$ cat src/rtl/nms_monitor_pkg.sv
// Shared definitions for the NMS deadlock-monitoring path: FSM state
// encoding, default thresholds and the index-width helper.
package nms_monitor_pkg;

  typedef enum logic [1:0] {
    ST_IDLE     = 2'd0,
    ST_WATCH    = 2'd1,
    ST_DEADLOCK = 2'd2
  } nms_state_e;

  localparam int DEF_NUM_CH       = 2;
  localparam int DEF_CNT_W        = 16;
  localparam int DEF_STALL_THRESH = 1024;
  localparam int DEF_CONFIRM_CYC  = 256;

  // Width of a channel index; a single channel still needs one bit.
  function automatic int idx_w(input int n);
    return (n > 1) ? $clog2(n) : 1;
  endfunction

endpackage

$ cat src/rtl/nms_stall_counter.sv
// Per-channel stall run-length counter; flags a channel as blocked once it
// has been stalled for STALL_THRESH consecutive samples.
module nms_stall_counter
  import nms_monitor_pkg::*;
#(
  parameter int CNT_W        = DEF_CNT_W,
  parameter int STALL_THRESH = DEF_STALL_THRESH
) (
  input  logic ap_clk,
  input  logic ap_rst_n,
  input  logic stall,
  output logic blocked
);

  localparam logic [CNT_W-1:0] THRESH = CNT_W'(STALL_THRESH);

  logic [CNT_W-1:0] cnt_q;
  logic [CNT_W-1:0] cnt_d;

  // Saturate at the threshold so the flag stays up for as long as the stall lasts.
  always_comb begin
    cnt_d = '0;
    if (stall) begin
      cnt_d = (cnt_q == THRESH) ? cnt_q : cnt_q + CNT_W'(1);
    end
  end

  always_ff @(posedge ap_clk) begin
    if (!ap_rst_n) begin
      cnt_q <= '0;
    end else begin
      cnt_q <= cnt_d;
    end
  end

  assign blocked = (cnt_q == THRESH);

endmodule

$ cat src/rtl/nms_axis_stall_detector.sv
// Taps NMS AXI-Stream handshakes, raises per-channel block flags and confirms
// a persistent block as a sticky deadlock with first-offender and event count.
module nms_axis_stall_detector
  import nms_monitor_pkg::*;
#(
  parameter int NUM_CH       = DEF_NUM_CH,
  parameter int CNT_W        = DEF_CNT_W,
  parameter int STALL_THRESH = DEF_STALL_THRESH,
  parameter int CONFIRM_CYC  = DEF_CONFIRM_CYC,
  localparam int IDX_W       = idx_w(NUM_CH)
) (
  input  logic              ap_clk,
  input  logic              ap_rst_n,
  input  logic [NUM_CH-1:0] ch_tvalid,
  input  logic [NUM_CH-1:0] ch_tready,
  input  logic [NUM_CH-1:0] ch_mask,
  input  logic              clear,
  output logic [NUM_CH-1:0] axis_block_sigs,
  output logic              any_block,
  output logic              deadlock,
  output logic [IDX_W-1:0]  first_ch,
  output logic [CNT_W-1:0]  event_count
);

  localparam int                CONF_W    = $clog2(CONFIRM_CYC) + 1;
  localparam logic [CONF_W-1:0] CONF_LAST = CONF_W'(CONFIRM_CYC - 1);

  logic [NUM_CH-1:0] stall;
  logic [IDX_W-1:0]  lowest_blocked;

  nms_state_e        state_q, state_d;
  logic [CONF_W-1:0] conf_cnt_q, conf_cnt_d;
  logic [IDX_W-1:0]  first_ch_q, first_ch_d;
  logic [CNT_W-1:0]  event_count_q, event_count_d;

  assign stall = ch_mask & ch_tvalid & ~ch_tready;

  generate
    for (genvar gi = 0; gi < NUM_CH; gi++) begin : g_ch
      nms_stall_counter #(
        .CNT_W        (CNT_W),
        .STALL_THRESH (STALL_THRESH)
      ) u_stall_counter (
        .ap_clk   (ap_clk),
        .ap_rst_n (ap_rst_n),
        .stall    (stall[gi]),
        .blocked  (axis_block_sigs[gi])
      );
    end
  endgenerate

  assign any_block = |axis_block_sigs;

  // Scan downwards so the lowest blocked index wins.
  always_comb begin
    lowest_blocked = '0;
    for (int i = NUM_CH - 1; i >= 0; i--) begin
      if (axis_block_sigs[i]) begin
        lowest_blocked = IDX_W'(i);
      end
    end
  end

  always_comb begin
    state_d       = state_q;
    conf_cnt_d    = conf_cnt_q;
    first_ch_d    = first_ch_q;
    event_count_d = event_count_q;
    if (clear) begin
      state_d       = ST_IDLE;
      conf_cnt_d    = '0;
      first_ch_d    = '0;
      event_count_d = '0;
    end else begin
      case (state_q)
        ST_IDLE: begin
          if (any_block) begin
            state_d    = ST_WATCH;
            conf_cnt_d = '0;
            first_ch_d = lowest_blocked;
            if (event_count_q != {CNT_W{1'b1}}) begin
              event_count_d = event_count_q + CNT_W'(1);
            end
          end
        end
        ST_WATCH: begin
          if (!any_block) begin
            state_d = ST_IDLE;
          end else if (conf_cnt_q == CONF_LAST) begin
            state_d = ST_DEADLOCK;
          end else begin
            conf_cnt_d = conf_cnt_q + CONF_W'(1);
          end
        end
        ST_DEADLOCK: begin
          state_d = ST_DEADLOCK;
        end
        default: begin
          state_d = ST_IDLE;
        end
      endcase
    end
  end

  always_ff @(posedge ap_clk) begin
    if (!ap_rst_n) begin
      state_q       <= ST_IDLE;
      conf_cnt_q    <= '0;
      first_ch_q    <= '0;
      event_count_q <= '0;
    end else begin
      state_q       <= state_d;
      conf_cnt_q    <= conf_cnt_d;
      first_ch_q    <= first_ch_d;
      event_count_q <= event_count_d;
    end
  end

  assign deadlock    = (state_q == ST_DEADLOCK);
  assign first_ch    = first_ch_q;
  assign event_count = event_count_q;

endmodule

$ cat config.mk
export PLATFORM = sky130hd
export DESIGN_NAME = nms_axis_stall_detector
export DESIGN_NICKNAME = d
export VERILOG_FILES = /design/src/rtl/nms_monitor_pkg.sv /design/src/rtl/nms_stall_counter.sv /design/src/rtl/nms_axis_stall_detector.sv
export SDC_FILE = /design/constraint.sdc
export NUM_CORES = 1
export LEC_CHECK = 0
export BUFFER_PORTS_ARGS = -buffer_cell sky130_fd_sc_hd__buf_2
export CAP_MARGIN = 20
export CORE_MARGIN = 4
export CORE_UTILIZATION = 45
export CTS_CLUSTER_SIZE = 8
export DETAILED_ROUTE_END_ITERATION = 8
export HOLD_SLACK_MARGIN = 0.08
export PLACE_DENSITY = 0.63
export SKIP_CTS_REPAIR_TIMING = 1
export SLEW_MARGIN = 5
export SYNTH_ARGS = -nofsm -noshare
export SYNTH_HDL_FRONTEND = slang
export SYNTH_SLANG_ARGS = --single-unit
$ cat constraint.sdc
create_clock -name ap_clk -period 2.1 [get_ports ap_clk]
set_input_delay 0.42 -clock ap_clk [delete_from_list [all_inputs] [get_ports ap_clk]]
set_output_delay 0.42 -clock ap_clk [all_outputs]
set_load 0.01 [all_outputs]
==> summary.txt, run 1 <==
total CTS buffers - 9
NetSw - 509.6 uW
drt pass-1 iters - 4
nets@finish - 404
final setup vio count - 0
hold_ws - 0.4211 ns
CP most frequent cell - buf_6
Tightest Pin Transition - 0.4586 ns
Netlist cell types - 44
number of synthesized register bits - 60
Final Hold Fails - 0
RSZ-0062 raised after global routing - yes
Final Total Pwr - 2.155 mW
IO Port Bufs - 29
Max FO, Critical Path - 7
Final Max Tran Viols - 0
Critical Path AT - 1.67 ns
DRC - 0
Detailed Route Iter0 Violations - 85
vias in the first global route - 2,344
Max Cap Violations - 0
max incr delay on CP - 0.33 ns
Placement Cell Area - 3206 sq um
Int Power - 1.646 mW
All-Layer GR Usage - 17.77%
Clock Skew - 0.007530 ns
Hold WC Path Type - primary input to flip-flop
Yosys Warn Count - 0
largest net degree at the start of global routing - 17
status - finished clean
clock network fraction of design power - 45.4%
Clk pin slew, worst setup/hold paths - 0.07 ns
Critical Path End Type - output pin
critical path type - flip-flop to output pin
CTS root buf - clkbuf_8
initial antenna violation count - 0
die area - 7800 sq um
n_diodes - 0
Reg power frac - 52.9%
layout cells sized above 1 - 25.45%
Synth Net Count - 349
first-pass GRT wire length - 10,920 um
required time of the worst setup path - 1.68 ns
Routed Antenna Nets - 0
CTS tree - yes
# rows - 28
wire length per cell - 14.34 um
CTS Sinks - 60
total grt overflow - 0
H-tree depth - 3
Syn Inst Count - 333
mapped cell area - 2903 sq um
Layout fillers - 553
Pwr Density - 595.0 nW/um^2
relative slew slack - 69.17%
FMAX - 0.4786 GHz
CP Launch Type - flip-flop
die width - 88.32 um
vias post-DR - 2,537
drt total wl - 6713 um
crit share post-route - 99.50%
post-synthesis sequential area ratio - 41.38%
Worst Path Buf+Inv - 3
Vias/cell - 5.421
Sw Share - 23.65%
Avg Inst Size Synth - 8.717 sq um
Layout area overhead - 24.78%
Crit path max-delay family - simple AND/OR/NAND/NOR gates
Crit-path slowest cell - dfxtp_2
number of I/O pins - 30
die height - 88.32 um
VDD IR max - 324.4 uV
maximum root-to-sink buffer count - 2
Post-DP HPWL - 4508 um
min cycle time layout - 2.090 ns
GP Congestion - 0.7689
Comb pwr share - 1.8%
Core Footprint - 6096 sq um
Clock Latency Late Sink - 0.33 ns
crit path cell chain - inv_2 -> ha_1 -> nor4b_4 -> nand4_1 -> buf_6 -> nand2_4 -> buf_6
post-route cell area - 3622 sq um
Initial Utilization - 47.62%
leakage - 1.320 nW
[path summary, 6_finish.rpt]
check | start | to | slack (ns) | cells past startpoint
hold / removal | clear | event_count[15] | 0.42 | 3
setup reg to reg | g_ch[0].u_stall_counter.cnt_q[0] | event_count[12] | 0.08 | 10
hold reg to reg | conf_cnt_q[8] | conf_cnt_q[8] | 0.46 | 2
setup / recovery | g_ch[1].u_stall_counter.cnt_q[0] | any_block | 0.01 | 7
[synth_stat cells, drive strengths merged]
cell / number / share of area, %
nand3: 24 / 4.1
o211a: 1 / 0.34
or3: 6 / 1.3
and2: 1 / 0.22
clkbuf: 4 / 0.52
ha: 7 / 3.0
a21oi: 22 / 3.8
o41a: 1 / 0.39
o21ai: 9 / 1.9
mux2i: 3 / 1.0
a211oi: 2 / 0.52
clkinv: 2 / 0.34
nor4: 4 / 1.1
inv: 7 / 0.91
nand2: 23 / 3.0
or4: 6 / 1.6
nor2: 48 / 6.2
nor3: 2 / 0.34
o31ai: 6 / 1.6
or2: 1 / 0.22
o211ai: 2 / 0.52
xor2: 19 / 5.7
and3: 7 / 1.5
a2111oi: 4 / 2.1
nand4b: 2 / 0.60
a31oi: 2 / 0.43
nand3b: 3 / 0.78
and4: 4 / 1.2
a21o: 1 / 0.26
nand2b: 4 / 0.86
buf: 6 / 1.2
nor2b: 3 / 0.65
and3b: 1 / 0.30
nand4: 16 / 3.4
nor4b: 4 / 1.9
xnor2: 15 / 4.5
dfxtp: 60 / 41
a41o: 1 / 0.34
[worst min-delay path, stage by stage]
cell and delay, ns:
buf_2 0.08, nor2b_1 0.09, o211a_1 0.12
[power groups by stage]
| stage | Clock (mW) | Combinational, mW | Sequential [mW] |
|---|---|---|---|
| 6_report | 0.978 | 0.0381 | 1.14 |
| 5_1_grt | 1.06 | 0.0425 | 1.14 |
| 4_1_cts | 0.990 | 0.0358 | 1.14 |
| 3_5_place_dp | 0 | 0.0356 | 1.17 |
| 3_3_place_gp | 0 | 0.0358 | 1.17 |
| 2_1_floorplan | 0 | 0.0180 | 1.17 |
[state kept, by name (all words and copies together), names as in the netlist]
register and count:
g_ch.u_stall_counter.cnt_q 32, event_count 16, conf_cnt_q 9, first_ch 1, state_q 2
[layout make-up]
cell class	instances	area [sq um]	area share, %
Multi-Input combinational cell	254	1729	47.74
Sequential cell	60	1206	33.30
Timing Repair Buffer	54	366.6	10.12
Clock buffer	11	151.4	4.180
Tap cell	75	93.84	2.591
Inverter	9	38.79	1.071
Clock inverter	5	36.28	1.002
[cell families after synthesis]
group           share of synthesized area, %
simple gates                           29.22
fa+ha+maj                              3.017
xor+xnor                               10.26
flops                                  41.38
compound gates                         12.16
mux                                    1.035
buf+inv                                2.931
[through the flow]
step | worst slack [ns] | utilization, % | setup TNS (ns) | instances
after floorplan | 0.2017 | - | 0 | 333
final | 0.01048 | 59.42 | 0 | 468
after global routing | -0.05974 | 59.42 | -0.1381 | 468
after CTS | -0.1761 | 55.67 | -0.3326 | 458
after detailed placement | 0.08221 | 52.59 | 0 | 442
after global placement | 0.1441 | 52.59 | 0 | 442
[layout by cell type, fill, tap and decap left out, types with 6 or more instances in the layout]
cell and instances:
ha_1 6, buf_2 26, nand2_1 22, xor2_1 19
buf_4 21, and3_1 7, o31ai_1 6, nand3_1 24
clkbuf_8 11, xnor2_1 15, nor2_1 48, buf_6 7
a21oi_1 19, dfxtp_1 56, nand4_1 16, or3_1 6
[metal layers]
metal	wire, um	global-route usage, %	vias to the layer above
met4	90	5.357	0
met1	3269	23.60	1182
li1	-	-	1312
met2	3156	28.08	36
met3	196	5.121	7
met5	0	0	-
Power figures use the tool's default switching activity.
==> inputs of run 2 (changes only) <==
CORE_MARGIN = 3   (was 4)
CORE_UTILIZATION = 50   (was 45)
CTS_BUF_LIST = sky130_fd_sc_hd__clkbuf_8   (was default)
PLACE_DENSITY = 0.68   (was 0.63)
==> run 2 against run 1 <==
Combinational power grew 10%; via count rose by 1.4%; maximum frequency is 0.62% lower; the flow now finishes with violations (setup timing); count of clock-buffer cells in the layout unchanged; global-route usage increased by 2.7 points; setup slack worse by 0.013 ns; die area is 13% lower; clock power fell by 7.5%; critical path depth did not move; hold slack better by 0.026 ns.
==> summary.txt, run 2 (synthesized netlist as in run 1, its figures left out) <==
nets@finish - 409 (was 404)
Crit-path slowest cell - dfxtp_2 (unchanged)
drt pass-1 iters - 4 (unchanged)
Hold WC Path Type - primary input to flip-flop (unchanged)
Clock Skew - 0.008933 ns (was 0.007530 ns)
Clk pin slew, worst setup/hold paths - 0.07 ns (about the same)
drt total wl - 6680 um (was 6713 um)
Max FO, Critical Path - 5 (was 7)
Layout area overhead - 23.97% (was 24.78%)
largest net degree at the start of global routing - 17 (unchanged)
Layout fillers - 476 (was 553)
Multi-input gate area - 1709 sq um (was 1729 sq um)
Critical Path AT - 1.68 ns (was 1.67 ns)
final setup TNS - -0.002549 ns (was 0 ns)
crit path cell chain - inv_2 -> ha_4 -> nor4b_4 -> nand4_1 -> buf_6 -> nand2_4 -> buf_6 (was inv_2 -> ha_1 -> nor4b_4 -> nand4_1 -> buf_6 -> nand2_4 -> buf_6)
Vias/cell - 5.484 (was 5.421)
status - finished with violations (was finished clean)
die height - 82.20 um (was 88.32 um)
maximum root-to-sink buffer count - 2 (unchanged)
die area - 6756 sq um (was 7800 sq um)
CTS Sinks - 60 (unchanged)
CP most frequent cell - buf_6 (unchanged)
Core Footprint - 5574 sq um (was 6096 sq um)
min cycle time layout - 2.103 ns (was 2.090 ns)
initial antenna violation count - 0 (unchanged)
Final Hold Fails - 0 (unchanged)
max incr delay on CP - 0.32 ns (was 0.33 ns)
RSZ-0062 raised after global routing - yes (unchanged)
highest-count cells in the layout ignoring fill and taps - dfxtp_1, nor2_1, buf_2, buf_4, nand3_1 (was dfxtp_1, nor2_1, buf_2)
leakage - 1.350 nW (was 1.320 nW)
relative slew slack - 68.08% (was 69.17%)
Final Total Pwr - 2.087 mW (was 2.155 mW)
die width - 82.20 um (was 88.32 um)
IO Port Bufs - 29 (unchanged)
number of I/O pins - 30 (unchanged)
Worst Path Buf+Inv - 3 (unchanged)
hold_ws - 0.4476 ns (was 0.4211 ns)
register-to-register setup slack - 0.08 ns (about the same)
violated checks - setup timing
final setup vio count - 1 (was 0)
Cells after DPL - 441 (was 442)
Biggest register - g_ch.u_stall_counter.cnt_q (unchanged)
Final Max Tran Viols - 0 (unchanged)
Largest register FFs - 32 (unchanged)
Post-DP HPWL - 4526 um (was 4508 um)
VDD IR max - 430.3 uV (was 324.4 uV)
layout cells sized above 1 - 25.94% (was 25.45%)
Pwr Density - 580.0 nW/um^2 (was 595.0 nW/um^2)
CTS tree - yes (unchanged)
CTS root buf - clkbuf_8 (unchanged)
FMAX - 0.4756 GHz (was 0.4786 GHz)
vias in the first global route - 2,229 (was 2,344)
most common cell after layout, fill and taps aside - dfxtp_1 (unchanged)
n_diodes - 0 (unchanged)
Crit path max-delay family - simple AND/OR/NAND/NOR gates (unchanged)
GP Congestion - 0.8291 (was 0.7689)
Max Cap Violations - 0 (unchanged)
# rows - 27 (was 28)
first-pass GRT wire length - 10,520 um (was 10,920 um)
Non-Filler Instances - 469 (was 468)
Initial Utilization - 52.08% (was 47.62%)
vias post-DR - 2,572 (was 2,537)
CP Launch Type - flip-flop (unchanged)
Setup WS post-layout - -0.002549 ns (was 0.01048 ns)
Detailed Route Iter0 Violations - 113 (was 85)
DRC - 0 (unchanged)
H-tree depth - 3 (unchanged)
crit share post-route - 100.1% (was 99.50%)
wire length per cell - 14.24 um (was 14.34 um)
Routed Antenna Nets - 0 (unchanged)
sequential cell area - 1209 sq um (was 1206 sq um)
Tightest Pin Transition - 0.4788 ns (was 0.4586 ns)
total CTS buffers - 9 (unchanged)
Clock Latency Late Sink - 0.34 ns (was 0.33 ns)
All-Layer GR Usage - 20.48% (was 17.77%)
Critical Path End Type - output pin (unchanged)
total grt overflow - 0 (unchanged)
required time of the worst setup path - 1.68 ns (about the same)
critical path type - flip-flop to output pin (unchanged)
==> run 2: per-layer routing <==
layer	global-route usage (%)	vias up	part of all wire [%]
met5	0	-	0
met4	7.475	0	1.8
met3	7.050	13	4.4
met1	26.79	1203	47
li1	-	1315	-
met2	31.09	41	46
==> run 2: where the power goes <==
part / switching [mW] / internal, mW / leakage, nW
Clock: 0.432 / 0.473 / 0.0976
Sequential: 0.000832 / 1.14 / 0.486
Combinational: 0.0241 / 0.0180 / 0.766
==> run 2: per-stage QoR <==
stage / worst slack [ns] / utilization [%] / instance area, sq um
2_1_floorplan: 0.2017 / - / 2903
3_3_place_gp: 0.1375 / 57.71 / 3217
3_5_place_dp: 0.09570 / 57.71 / 3217
4_1_cts: -0.2273 / 60.74 / 3386
5_1_grt: -0.08143 / 64.56 / 3598
6_report: -0.002549 / 64.56 / 3598
==> run 2: layout make-up <==
type                    instances  share of cell area [%]
multi-input cells             254                   47.50
flip-flops and latches         60                   33.59
repair buffers                 59                   10.67
clock buffers                  11                   4.207
well taps                      72                   2.503
inverters                       9                   1.043
clock inverters                 4                  0.4868
==> run 2: worst reg2reg max path, delay by kind of cell (launching register included) <==
kind | cells | cell delay [ns]
AO/OA/AOI/OAI | 2 | 0.28
adder cells (fa/ha/maj) | 1 | 0.12
buffers and inverters | 3 | 0.38
flip-flops | 1 | 0.32
AND/OR/NAND/NOR | 3 | 0.85
==> run 2: path summary, 6_finish.rpt <==
| check | start | end | cells past startpoint |
|---|---|---|---|
| worst max-delay path | g_ch[0].u_stall_counter.cnt_q[0] | any_block | 7 |
| worst min-delay path | clear | event_count[15] | 3 |
| worst max register to register | g_ch[0].u_stall_counter.cnt_q[0] | event_count[8] | 9 |
| worst min register to register | g_ch[0].u_stall_counter.cnt_q[1] | g_ch[0].u_stall_counter.cnt_q[1] | 2 |
